<file path="src/rtl/program_loader.sv">
// program_loader: writer side of the program memory.
// Packs a little-endian byte stream (valid/ready) into 32-bit words, writes
// them from word address 0 upward, and holds the CPU in reset until a program
// ending with END_WORD has been written.
// Handshake: a byte moves on a rising edge where byte_valid && byte_ready;
// byte_ready depends only on state, never on byte_valid.
// Optional build macro PROGRAM_LOADER_CHECKSUM_EN: after the terminator a
// 4-byte little-endian checksum (sum mod 2^32 of all written words) follows
// and must match before the CPU is released.
module program_loader #(
  parameter int          PROGRAM_MEMORY_SIZE_WORDS = 100,
  parameter int          ADDR_WIDTH                = 7,
  parameter logic [31:0] END_WORD                  = 32'h00000013
) (
  input  logic                  clk,
  input  logic                  reset,
  input  logic                  start,
  input  logic [7:0]            byte_data,
  input  logic                  byte_valid,
  output logic                  byte_ready,
  output logic                  mem_we,
  output logic [ADDR_WIDTH-1:0] mem_addr,
  output logic [31:0]           mem_wdata,
  output logic                  cpu_reset,
  output logic                  busy,
  output logic                  done,
  output logic                  error,
  output logic [ADDR_WIDTH:0]   word_count
);

  localparam logic [ADDR_WIDTH-1:0] LAST_ADDR = ADDR_WIDTH'(PROGRAM_MEMORY_SIZE_WORDS - 1);

  typedef enum logic [2:0] {
    S_IDLE  = 3'd0,
    S_RECV  = 3'd1,
    S_WRITE = 3'd2,
    S_CHECK = 3'd3,
    S_DONE  = 3'd4,
    S_ERROR = 3'd5
  } state_t;

  state_t     state, state_next;
  logic [1:0] byte_idx;

`ifdef PROGRAM_LOADER_CHECKSUM_EN
  logic [31:0] acc;
  logic [23:0] chk_lo;
`endif

  // Ready is a pure state decode so the sender never sees it depend on valid.
  assign byte_ready = (state == S_RECV) || (state == S_CHECK);

  // State register.
  always_ff @(posedge clk or posedge reset) begin
    if (reset) state <= S_IDLE;
    else       state <= state_next;
  end

  // Next-state decode; start only matters in the idle-like states.
  always_comb begin
    state_next = state;
    case (state)
      S_IDLE: if (start) state_next = S_RECV;
      S_RECV: if (byte_valid && byte_idx == 2'd3) state_next = S_WRITE;
      S_WRITE: begin
        if (mem_wdata == END_WORD) begin
`ifdef PROGRAM_LOADER_CHECKSUM_EN
          state_next = S_CHECK;
`else
          state_next = S_DONE;
`endif
        end else if (mem_addr == LAST_ADDR) begin
          // Memory full without a terminator; never write past the end.
          state_next = S_ERROR;
        end else begin
          state_next = S_RECV;
        end
      end
`ifdef PROGRAM_LOADER_CHECKSUM_EN
      S_CHECK: if (byte_valid && byte_idx == 2'd3)
                 state_next = (acc == {byte_data, chk_lo}) ? S_DONE : S_ERROR;
`endif
      S_DONE, S_ERROR: if (start) state_next = S_RECV;
      default: state_next = S_IDLE;
    endcase
  end

  // Datapath and registered status outputs, all derived from the next state
  // so they line up with the state they describe.
  always_ff @(posedge clk or posedge reset) begin
    if (reset) begin
      byte_idx   <= 2'd0;
      mem_we     <= 1'b0;
      mem_addr   <= '0;
      mem_wdata  <= '0;
      cpu_reset  <= 1'b1;
      busy       <= 1'b0;
      done       <= 1'b0;
      error      <= 1'b0;
      word_count <= '0;
`ifdef PROGRAM_LOADER_CHECKSUM_EN
      acc        <= '0;
      chk_lo     <= '0;
`endif
    end else begin
      mem_we    <= (state_next == S_WRITE);
      busy      <= (state_next == S_RECV) || (state_next == S_WRITE) ||
                   (state_next == S_CHECK);
      done      <= (state_next == S_DONE);
      error     <= (state_next == S_ERROR);
      cpu_reset <= (state_next != S_DONE);
      case (state)
        S_IDLE, S_DONE, S_ERROR: begin
          if (start) begin
            mem_addr   <= '0;
            word_count <= '0;
            byte_idx   <= 2'd0;
`ifdef PROGRAM_LOADER_CHECKSUM_EN
            acc        <= '0;
`endif
          end
        end
        S_RECV: begin
          if (byte_valid) begin
            mem_wdata[{byte_idx, 3'b000} +: 8] <= byte_data;
            byte_idx <= byte_idx + 2'd1;
          end
        end
        S_WRITE: begin
          word_count <= word_count + (ADDR_WIDTH+1)'(1);
`ifdef PROGRAM_LOADER_CHECKSUM_EN
          acc <= acc + mem_wdata;
`endif
          if (state_next == S_RECV) mem_addr <= mem_addr + ADDR_WIDTH'(1);
        end
`ifdef PROGRAM_LOADER_CHECKSUM_EN
        S_CHECK: begin
          if (byte_valid) begin
            case (byte_idx)
              2'd0:    chk_lo[7:0]   <= byte_data;
              2'd1:    chk_lo[15:8]  <= byte_data;
              2'd2:    chk_lo[23:16] <= byte_data;
              default: chk_lo        <= chk_lo;
            endcase
            byte_idx <= byte_idx + 2'd1;
          end
        end
`endif
        default: ;
      endcase
    end
  end

endmodule

</file>
<file path="config.mk">
export PLATFORM = sky130hd
export DESIGN_NAME = program_loader
export DESIGN_NICKNAME = d
export VERILOG_FILES = /design/src/rtl/program_loader.sv
export SDC_FILE = /design/constraint.sdc
export NUM_CORES = 1
export LEC_CHECK = 0
export CAP_MARGIN = 20
export CORE_ASPECT_RATIO = 0.8
export CORE_UTILIZATION = 44
export DETAILED_ROUTE_END_ITERATION = 10
export PLACE_DENSITY = 0.75
export SLEW_MARGIN = 20
export SYNTH_ARGS = -nofsm -noshare
export SYNTH_HDL_FRONTEND = slang
export SYNTH_SLANG_ARGS = --single-unit
</file>
<file path="constraint.sdc">
create_clock -name clk -period 1.72 [get_ports clk]
set_clock_uncertainty 0.05 [all_clocks]
set_input_delay 0.344 -clock clk [delete_from_list [all_inputs] [get_ports clk]]
set_output_delay 0.344 -clock clk [all_outputs]
set_load 0.005 [all_outputs]
</file>
==> flow_summary.toml <==
[run_status]
status = "finished, violations left"
failed_checks = "negative setup slack"

[logic_synthesis]
synth-compound-area-share_pct = 10.1
synth.distinct_cells = 42
synth_area_um2 = 2670
yosys_warnings = 0
synth.avg_cell_area_um2 = 9.84
yosys-top-cells-area = "dfrtp_1 (53%), nand2_1 (12%), o21ai_0 (6.0%)"
synth_top_area_share_pct = 52.5
synth_adder_area_share_pct = 3.28
synthXorXnorAreaFrac_pct = 0
yosysTopAreaCell = "dfrtp_1"
yosys.area_share.simple_pct = 27.7
synth.net_count = 290
netlist_instances = 271
synth_mux_area_share_pct = 3.05
synth_top_family_by_area = "simple AND/OR/NAND/NOR gates"
yosysSeqAreaShare_pct = 53.5
ys_ff_latch = 57

[worst_hold_path]
hold_class = "in2async"

[grt]
grt_pass1_wl_um = 11500
grt_pass1_vias = 2385
antenna_found_initial = 0
gr-total-overflow = 0
grt_usage_pct = 24.1
met3_usage_pct = 7.83
grt_util_met1_pct = 32.8
top_usage_layer = "met2"
grt_max_degree = 58
gr-usage-met2_pct = 37.4

[cells_and_area]
antenna_cells = 0
nets = 423
fillers = 433
design_area_um2 = 4200
multi_input_area_um2 = 1290
final_cell_mix = "nand2_1 (82), dfrtp_1 (55), buf_4 (53), o21ai_0 (31), clkdlybuf4s50_1 (29)"
drive_above_1_share_pct = 27.6
layout.area.seq_um2 = 1430
final_common_cell = "nand2_1"
syn_to_final_growth_pct = 57.4

[setup_path]
cp.required_ps = 1930
critPathArrivalTime_ps = 1970
crit_fanout = 4
cp-end-kind = "register"
cp-start-kind = "register"
critical_path_class = "reg2reg"

[sta]
report.final.slew_viol_count = 0
post-route-min-period_ps = 1760
relSlewSlack_pct = 72.8
tightest_slew_ps = 407
setup_viol = 2
period_share_pct = 102
setup_ws_ps = -41.2
fmax_ghz = 0.568
rsz0062_at_grt = "yes"
fin_setup_tns_ps = -55.3
hold_violations = 0

[die]
die_w_um = 89.1
io_pins = 65
std_cell_rows = 24
initial_utilization_pct = 47.3
dieArea_um2 = 6380
coreArea_um2 = 5650
die_y_um = 71.6

[placed_design]
dpl.hpwl_um = 4960
gp_congestion = 0.848
io_buffers = 64
dpl_worst_slack_ps = -179
place_area_um2 = 3800

[power_and_ir_drop]
power_mw = 6.94
p_leak_nw = 2.20
pwr_density_cell_nw_per_um2 = 1650
max-vdd-ir-drop_v = 0.00116

[detailed_routing]
post-route-drc-count = 0
vias = 2522
first_pass_iters = 4
drt_iter0_drc = 156
wire_per_inst_um = 14.9
vias_per_cell = 5.18
antenna_left = 0
wirelength_um = 7240

[clocking]
cts_root_buffer = "clkbuf_8"
ctsHoldBuffers = 0
cts_sinks = 57
cts_buffers = 9
cts_buffer_depth = 2
clk_pin_slew_ps = 70
clock_latency_ps = 340
htreeDepth = 3
tritoncts = "yes"

[flow_run]
maxCapViolations = 0
-- worst paths after layout --
path	from	to	slack (ps)	cells past startpoint
setup / recovery	mem_wdata[16]	cpu_reset	-40	5
hold / removal	reset	word_count[2]	380	3
setup reg to reg	mem_wdata[16]	cpu_reset	-40	5
hold reg to reg	word_count[7]	word_count[7]	430	1
max in group asynchronous	reset	cpu_reset	950	3
min in group clk	word_count[7]	word_count[7]	430	1
-- per-stage QoR --
| step | util (%) | instances | hold WS [ps] |
|---|---|---|---|
| floorplan | - | 271 | 380 |
| global placement | 67.3 | 461 | 420 |
| CTS | 72.2 | 482 | 382 |
| detailed placement | 67.3 | 461 | 426 |
| global route | 74.4 | 487 | 398 |
| finish | 74.4 | 487 | 375 |
-- logic make-up after synthesis --
group,after synthesis
muxes,8
DFF,57
buffers and inverters,14
AOI/OAI and AO/OA,46
adders and majority gates,7
and+or+nand+nor,139
-- synthesized netlist by cell type, drive strengths merged --
cell type and instances:
a21oi 4, and4bb 1, and3 5, clkbuf 2
and4 1, inv 7, mux2i 7, dfstp 1
or4 1, o211ai 1, and3b 1, mux2 1
nor2b 1, o21ai 34, o311ai 1, a22o 2
nand2 83, and2 1, o41ai 1, buf 5
nand4b 1, nor3 2, nand4 4, o21a 2
nor4 6, nor2 6, or3b 2, nor3b 5
or3 1, ha 7, nor4b 3, nand3 15
dfrtp 56, a21boi 1
-- area by class of cell --
| type | instances | share of cell area, % |
|---|---|---|
| inverters | 7 | 0.715 |
| multi-input cells | 200 | 30.7 |
| repair buffers | 129 | 28.0 |
| flip-flops and latches | 57 | 34.0 |
| well taps | 78 | 2.32 |
| clock inverters | 5 | 0.715 |
| clock buffers | 11 | 3.61 |
-- worst max-delay path, stage by stage, from the launching register on --
cell and delay, ps:
dfrtp_1 420, nor4_4 340, nand4_4 180, o21ai_2 220
a21oi_2 120, or3_1 330
-- layer usage --
metal	up-vias	wire length (um)	part of all wire (%)
li1	1211	-	-
met1	1234	3350	46
met2	68	3490	48
met3	9	327	4.5
met4	0	74	1.0
met5	-	0	0
-- power breakdown --
part / internal [mW] / switching (mW)
sequential: 1.80 / 0.447
clock: 0.592 / 0.540
combinational: 2.03 / 1.53
-- what timing repair did --
action | in CTS | in global routing
endpoints found under the setup margin | 31 | 53
hold endpoints to repair | 0 | 0
cloned | 0 | 0
setup buffers | 5 | 5
pin swaps | 6 | 4
resized for setup | 46 | 23
-- registers in the layout, summed over array words and instances (netlist names) --
signal	count
busy	1
byte_idx	2
state	3
mem_we	1
mem_addr	7
mem_wdata	32
error	1
done	1
cpu_reset	1
word_count	8
(Power assumes the default switching activity.)
